File: config.mk
export PLATFORM = sky130hd
export DESIGN_NAME = sync_fifo
export DESIGN_NICKNAME = d
export VERILOG_FILES = /design/src/rtl/sync_fifo.sv
export SDC_FILE = /design/constraint.sdc
export NUM_CORES = 1
export LEC_CHECK = 0
export CAP_MARGIN = 20
export CORE_MARGIN = 2
export CORE_UTILIZATION = 35
export DETAILED_ROUTE_END_ITERATION = 12
export GPL_TIMING_DRIVEN = 0
export PLACE_DENSITY = 0.55
export SKIP_LAST_GASP = 1
export SYNTH_ARGS = -nofsm -noshare
export SYNTH_HDL_FRONTEND = slang
export SYNTH_SLANG_ARGS = --single-unit
File: constraint.sdc
create_clock -name clk -period 4.6 [get_ports clk]
set_input_delay 0.92 -clock clk [delete_from_list [all_inputs] [get_ports clk]]
set_output_delay 0.92 -clock clk [all_outputs]
set_load 0.005 [all_outputs]
File: src/rtl/sync_fifo.sv
// rtl/sync_fifo.sv - single-clock FIFO with registered flags/count; optional checks under SYNC_FIFO_ASSERT_EN
module sync_fifo #(
  parameter int WIDTH = 8,
  parameter int DEPTH = 8
) (
  input  logic                       clk,
  input  logic                       rst,
  input  logic                       wr_en,
  input  logic [WIDTH-1:0]           wr_data,
  input  logic                       rd_en,
  output logic [WIDTH-1:0]           rd_data,
  output logic                       fifo_empty,
  output logic                       fifo_full,
  output logic [$clog2(DEPTH):0]     count
);

  localparam int AW = $clog2(DEPTH);
  localparam int CW = AW + 1;
  localparam logic [CW-1:0] FULL_CNT = CW'(DEPTH);

  logic [WIDTH-1:0] mem [DEPTH];
  logic [AW-1:0]    wptr;
  logic [AW-1:0]    rptr;
  logic             wr_acc;
  logic             rd_acc;
  logic [CW-1:0]    count_nxt;

  // Accept decisions and next occupancy; a full FIFO still takes a write when a pop frees a slot
  always_comb begin
    rd_acc    = rd_en & ~fifo_empty;
    wr_acc    = wr_en & (~fifo_full | rd_acc);
    count_nxt = count;
    if (wr_acc && !rd_acc) begin
      count_nxt = count + 1'b1;
    end else if (rd_acc && !wr_acc) begin
      count_nxt = count - 1'b1;
    end
  end

  // Storage array is never reset; writes are blocked during the reset cycle
  always_ff @(posedge clk) begin
    if (!rst && wr_acc) begin
      mem[wptr] <= wr_data;
    end
  end

  // Pointers, read register, count and flags; flags come from the next count so they stay registered
  always_ff @(posedge clk) begin
    if (rst) begin
      wptr       <= '0;
      rptr       <= '0;
      count      <= '0;
      fifo_empty <= 1'b1;
      fifo_full  <= 1'b0;
      rd_data    <= '0;
    end else begin
      if (wr_acc) begin
        wptr <= wptr + 1'b1;
      end
      if (rd_acc) begin
        rd_data <= mem[rptr];
        rptr    <= rptr + 1'b1;
      end
      count      <= count_nxt;
      fifo_empty <= (count_nxt == '0);
      fifo_full  <= (count_nxt == FULL_CNT);
    end
  end

`ifdef SYNC_FIFO_ASSERT_EN
  // Protocol-misuse and internal-consistency checks at the FIFO boundary
  always_ff @(posedge clk) begin
    if (!rst) begin
      assert (!(wr_en && fifo_full && !rd_en))
        else $error("%0t sync_fifo overflow attempt: wr_en=%b fifo_full=%b rd_en=%b count=%0d",
                    $time, wr_en, fifo_full, rd_en, count);
      assert (!(rd_en && fifo_empty))
        else $error("%0t sync_fifo underflow attempt: rd_en=%b fifo_empty=%b count=%0d",
                    $time, rd_en, fifo_empty, count);
      assert (count <= FULL_CNT)
        else $error("%0t sync_fifo count out of range: count=%0d", $time, count);
      assert (fifo_empty == (count == '0))
        else $error("%0t sync_fifo empty flag inconsistent: fifo_empty=%b count=%0d",
                    $time, fifo_empty, count);
      assert (fifo_full == (count == FULL_CNT))
        else $error("%0t sync_fifo full flag inconsistent: fifo_full=%b count=%0d",
                    $time, fifo_full, count);
    end
  end
`else
  // Checks compiled out; ignored accesses remain silently ignored
`endif

endmodule

==> results.sh, run 1 <==
export IMPL_dieWidth_um=102
export IMPL_cts_sinks=84
export IMPL_core_um2=9240
export IMPL_p_int_w=0.00131
export IMPL_cts_tree="built"
export IMPL_port_buffers=25
export IMPL_gr_usage_all_layers=0.147
export IMPL_globalplace_congestion=0.733
export IMPL_switching_share=0.248
export IMPL_placed_area_um2=3790
export IMPL_cts_root_buf="clkbuf_8"
export IMPL_clock_latency_ps=360
export IMPL_antenna_found_initial=0
export IMPL_syn_area_um2=3340
export IMPL_synth_edf_count=64
export IMPL_postCtsSetupRepairBufs=0
export IMPL_numCtsBuffers=9
export IMPL_setup_violations=0
export IMPL_clk_path_buf_depth=2
export IMPL_seq_area_frac_synth=0.695
export IMPL_hpwlAfterDp_mm=4.33
export IMPL_tightest_slew_ps=944
export IMPL_drc_errors=0
export IMPL_fin_total_pwr_w=0.00174
export IMPL_ys_seq_elements=84
export IMPL_cp_start_kind="input pin"
export IMPL_outcome="completed"
export IMPL_finalClockSkew_ps=12.4
export IMPL_diodes=0
export IMPL_power_leakage_nw=1.26
export IMPL_htreeDepth=3
export IMPL_avgSynthCellArea_um2=16.5
export IMPL_hold_viol=0
export IMPL_async_flop_share=0
export IMPL_yosysUniqueCellTypes=38
export IMPL_drive_gt1_frac=0.175
export IMPL_worst_setup_path_type="input pin to flip-flop"
export IMPL_p_clk_frac=0.323
export IMPL_cts_resized=0
export IMPL_die_area_um2=10300
export IMPL_vdd_drop_max_mv=0.151
export IMPL_start_util=0.361
export IMPL_postRouteAntennaNets=0
export IMPL_clk_pin_slew_ps=80
export IMPL_ys_warn_count=0
export IMPL_crit_fanout=10
export IMPL_wl_per_cell_um=18.4
export IMPL_fillers=829
export IMPL_ff_latch_area_um2=2320
export IMPL_core_rowCount=35
export IMPL_grt_setup_unrepaired="no"
export IMPL_drv_cap=0
export IMPL_stdcell_area_um2=4000
export IMPL_hp_class="flip-flop to flip-flop"
export IMPL_p_switching_w=0.000433
export IMPL_most_common_layout_cells="64 x edfxtp_1, 25 x clkdlybuf4s50_1, 20 x dfxtp_1, 16 x mux4_2"
export IMPL_viasPerCell=4.96
export IMPL_cts_hold_fix_buffers=0
export IMPL_syn_num_nets=219
export IMPL_areaGrowthSynthToFinish_pct=19.8
export IMPL_grt_pass1_wl_mm=10.7
export IMPL_synthFlopType="edfxtp_1"
export IMPL_vias=1859
export IMPL_syn_inst=203
export IMPL_slew_headroom=0.368
export IMPL_wirelength_mm=6.91
export IMPL_grt_pass1_vias=1845
export IMPL_maxSlewViolCount=0
export IMPL_die_h_um=102
export IMPL_drtIter0Drc=66
export IMPL_post_route_min_period_ps=3390
export IMPL_crit_required_ps=4580
export IMPL_combPwrFrac=0.165
export IMPL_grt_max_degree=14
export IMPL_top_level_ports=26
export IMPL_overflow=0
export IMPL_critPathArrivalTime_ps=3360
export IMPL_max_freq_mhz=295
export IMPL_post_route_period_util=0.737
export IMPL_multi_input_area_um2=990
export IMPL_final_common_cell="edfxtp_1"
export IMPL_seqPwrFrac=0.513
export IMPL_first_pass_iters=4
export IMPL_power_density_nw_per_um2=436
export IMPL_fin_nets=257
export IMPL_worst_setup_path_end_kind="flip-flop"
## synth_stat cells (3+ instances only)
cell       n  area, um2
mux2i_1    9       90.1
edfxtp_1  64       1920
nand3_1    3       15.0
nand2_1    7       26.3
dfxtp_1   20        400
nor3_1     3       15.0
a21oi_1   12       60.1
clkbuf_1   7       26.3
o21ai_0    9       45.0
nor2_1    12       45.0
xnor2_1    3       26.3
inv_1      4       15.0
xor2_1     3       26.3
ha_1       4       50.1
mux4_2    16        360
## layer usage
metal / wire (um) / global-route usage
met1: 3190 / 0.201
met2: 3330 / 0.227
met3: 313 / 0.0317
met4: 79 / 0.0655
met5: 0 / 0
## worst max-delay path, stage by stage
cell and delay [ps]:
clkdlybuf4s50_1 530, nor2b_1 150, clkbuf_1 210, clkbuf_1 490
o211ai_1 270, nor2_1 790
## stage by stage
| step | utilization | setup slack (ps) | cells | TNS, ps | hold slack (ps) |
|---|---|---|---|---|---|
| after floorplan | - | 1720 | 203 | 0 | 529 |
| after global placement | 0.406 | -33.9 | 357 | -268 | 537 |
| after detailed placement | 0.411 | 818 | 359 | 0 | 535 |
| after CTS | 0.433 | 1180 | 375 | 0 | 558 |
| after global routing | 0.433 | 1050 | 375 | 0 | 586 |
| final | 0.433 | 1210 | 375 | 0 | 547 |
## power groups by stage
stage                     clock [W]  sequential [W]  combinational, W
after detailed placement          0        0.000911          0.000292
after global routing       0.000606        0.000901          0.000320
after floorplan                   0        0.000903          0.000174
final                      0.000562        0.000894          0.000287
after global placement            0        0.000910          0.000285
after CTS                  0.000573        0.000894          0.000294
## sequential cells by signal, summed over array words and instances, names as in the netlist
signal and count:
fifo_full 1, mem 64, count 4, rd_data 8, rptr 3, fifo_empty 1, wptr 3
## cell type report
type,instances,area share
clock inverter,5,0.0191
clock buffer,11,0.0328
inverter,4,0.00375
sequential,84,0.580
multi-input combinational,105,0.247
buffer,10,0.0100
timing repair buffer,27,0.0663
tap,129,0.0403
## worst paths after layout
path | start | endpoint | slack [ps] | cells after the start
worst max-delay path | rd_en | mem[7][7]$_DFFE_PP_ | 1210 | 6
worst min-delay path | rd_data[1]$_SDFFE_PP0P_ | rd_data[1]$_SDFFE_PP0P_ | 550 | 2
worst max register to register | fifo_empty$_SDFF_PP1_ | mem[7][7]$_DFFE_PP_ | 1970 | 5
worst min register to register | rd_data[1]$_SDFFE_PP0P_ | rd_data[1]$_SDFFE_PP0P_ | 550 | 2
## cells by family after synthesis
logic type,after synthesis,synth area share
adders and majority gates,4,0.0150
buffers and inverters,14,0.0165
xor gates and xnor gates,6,0.0157
DFF,84,0.695
muxes,25,0.135
AOI/OAI and AO/OA,32,0.0584
and+or+nand+nor,38,0.0641
Power figures use the tool's default switching activity.
==> inputs of run 2 (changes only) <==
==> constraint.sdc (replaced) <==
create_clock -name clk -period 3.3 [get_ports clk]
set_input_delay 0.66 -clock clk [delete_from_list [all_inputs] [get_ports clk]]
set_output_delay 0.66 -clock clk [all_outputs]
set_load 0.005 [all_outputs]
==> results of run 2 <==
Same layout as run 1 (identical final DEF). Status: completed.
Among the figures that moved: setup slack after placement 818 ps -> -222 ps; setup slack after layout 1210 ps -> 172 ps; register-to-register setup slack 1970 ps -> 670 ps; total power 0.00174 W -> 0.00243 W; worst IR drop on VDD 0.151 mV -> 0.211 mV
==> inputs of run 3 (changes only) <==
--- a/config.mk
+++ b/config.mk
@@ -7,11 +7,12 @@
 export LEC_CHECK = 0
 export CAP_MARGIN = 20
 export CORE_MARGIN = 2
-export CORE_UTILIZATION = 35
+export CORE_UTILIZATION = 50
 export DETAILED_ROUTE_END_ITERATION = 12
 export GPL_TIMING_DRIVEN = 0
-export PLACE_DENSITY = 0.55
+export PLACE_DENSITY = 0.73
 export SKIP_LAST_GASP = 1
+export SLEW_MARGIN = 0
 export SYNTH_ARGS = -nofsm -noshare
 export SYNTH_HDL_FRONTEND = slang
 export SYNTH_SLANG_ARGS = --single-unit
==> run 3 against run 2 <==
The flow now finishes with violations (DRC). Hold slack improved by 19 ps. Non-clock buffer count rose by 3. Sequential power about the same. Combinational power barely moved. Clock power up 0.5%. Clock skew is 2.4 ps lower. Global-route usage up 4.2 points. Via count grew 0.75%. Highest routed layer unchanged.
==> results.sh, run 3 (synthesized netlist as in run 1, its figures left out) <==
export IMPL_power_leakage_nw=1.28
export IMPL_r2r_end="mem[5][6]$_DFFE_PP_"
export IMPL_max_freq_mhz=331
export IMPL_wl_per_cell_um=19.7
export IMPL_gr_usage_all_layers=0.189
export IMPL_drive_gt1_frac=0.181
export IMPL_top_regs="mem (64), rd_data (8), count (4)"
export IMPL_globalplace_congestion=0.729
export IMPL_worst_setup_path_type="input pin to flip-flop"
export IMPL_min_to="rd_data[7]$_SDFFE_PP0P_"
export IMPL_vias=1873
export IMPL_cts_root_buf="clkbuf_8"
export IMPL_outcome="finished with violations"
export IMPL_postRouteAntennaNets=0
export IMPL_worst_setup_path_end_kind="flip-flop"
export IMPL_critPathArrivalTime_ps=2990
export IMPL_clock_latency_ps=350
export IMPL_core_rowCount=29
export IMPL_vdd_drop_max_mv=0.361
export IMPL_worstReg2RegStart="fifo_empty$_SDFF_PP1_"
export IMPL_grt_setup_unrepaired="no"
export IMPL_first_pass_iters=11
export IMPL_crit_required_ps=3270
export IMPL_wirelength_mm=6.43
export IMPL_power_density_nw_per_um2=615
export IMPL_start_util=0.520
export IMPL_htreeDepth=3
export IMPL_hpwlAfterDp_mm=4.18
export IMPL_diodes=0
export IMPL_worstHoldPathCells=2
export IMPL_post_route_period_util=0.916
export IMPL_postCtsSetupRepairBufs=0
export IMPL_areaGrowthSynthToFinish_pct=18.4
export IMPL_setup_tns_ps=0
export IMPL_crit_fanout=10
export IMPL_cts_hold_fix_buffers=0
export IMPL_tightest_slew_ps=888
export IMPL_grt_pass1_vias=1866
export IMPL_hp_class="flip-flop to flip-flop"
export IMPL_finalClockSkew_ps=9.92
export IMPL_most_common_layout_cells="64 x edfxtp_1, 25 x clkdlybuf4s50_1, 20 x dfxtp_1, 16 x mux4_2"
export IMPL_violations="DRC"
export IMPL_grt_pass1_wl_mm=10.0
export IMPL_overflow=0
export IMPL_whs_ps=566
export IMPL_setup_violations=0
export IMPL_post_route_min_period_ps=3020
export IMPL_top_level_ports=26
export IMPL_regMostFlops="mem"
export IMPL_hold_viol=0
export IMPL_cts_tree="built"
export IMPL_startpoint="rd_en"
export IMPL_rr_worst_depth=5
export IMPL_clk_path_buf_depth=2
export IMPL_cp_start_kind="input pin"
export IMPL_final_common_cell="edfxtp_1"
export IMPL_min_from="rd_data[7]$_SDFFE_PP0P_"
export IMPL_largest_register_ff_count=64
export IMPL_slew_headroom=0.406
export IMPL_clk_pin_slew_ps=80
export IMPL_drv_cap=0
export IMPL_numCtsBuffers=9
export IMPL_die_h_um=85.7
export IMPL_antenna_found_initial=0
export IMPL_r2r_setup_slack_ps=770
export IMPL_drtIter0Drc=149
export IMPL_dieWidth_um=85.7
export IMPL_die_area_um2=7350
export IMPL_port_buffers=25
export IMPL_cts_sinks=84
export IMPL_drc_errors=3
export IMPL_viasPerCell=5.75
export IMPL_fin_nets=260
export IMPL_grt_max_degree=16
export IMPL_cts_resized=0
export IMPL_maxSlewViolCount=0
export IMPL_core_um2=6420
==> run 3: layout make-up <==
class | instances | area (um2)
sequential | 84 | 2320
clock inverter | 6 | 90.1
timing repair buffer | 30 | 288
tap | 77 | 96.3
inverter | 4 | 15.0
fill | 497 | 2470
buffer | 10 | 40.0
clock buffer | 10 | 128
multi-input combinational | 105 | 975
==> run 3: routing by layer <==
metal	track usage	routed length [um]	vias to the layer above
li1	-	-	875
met1	0.255	2730	931
met2	0.310	3300	58
met3	0.0433	339	9
met4	0.0606	63	0
met5	0	0	-
==> run 3: critical path, stage by stage <==
cell	delay [ps]
clkdlybuf4s50_1	520
nor2b_1	140
clkbuf_1	210
clkbuf_1	470
o211ai_1	240
nor2_1	740
==> run 3: power by group <==
| group | switching [W] | total [W] | internal [W] |
|---|---|---|---|
| Combinational | 0.000187 | 0.000398 | 0.000211 |
| Sequential | 0.0000529 | 0.00125 | 0.00119 |
| Clock | 0.000361 | 0.000788 | 0.000428 |
==> run 3: stage by stage <==
| step | cells | setup slack (ps) | utilization | cell area (um2) | total power [W] |
|---|---|---|---|---|---|
| after floorplan | 203 | 680 | - | 3340 | 0.00150 |
| after global placement | 305 | -1080 | 0.574 | 3690 | 0.00165 |
| after detailed placement | 310 | -142 | 0.582 | 3740 | 0.00167 |
| after CTS | 326 | 226 | 0.616 | 3950 | 0.00245 |
| after global routing | 326 | 11.5 | 0.616 | 3950 | 0.00253 |
| final | 326 | 278 | 0.616 | 3950 | 0.00243 |
==> run 3: worst max path at each step <==
| stage | end | slack (ps) | cells after the start |
|---|---|---|---|
| finish | mem[5][6]$_DFFE_PP_ | 280 | 6 |
| global route | mem[5][6]$_DFFE_PP_ | 10 | 6 |
| CTS | mem[5][6]$_DFFE_PP_ | 230 | 6 |
| detailed placement | mem[5][1]$_DFFE_PP_ | -140 | 6 |
| global placement | mem[4][1]$_DFFE_PP_ | -1080 | 6 |
| floorplan | mem[4][0]$_DFFE_PP_ | 680 | 5 |
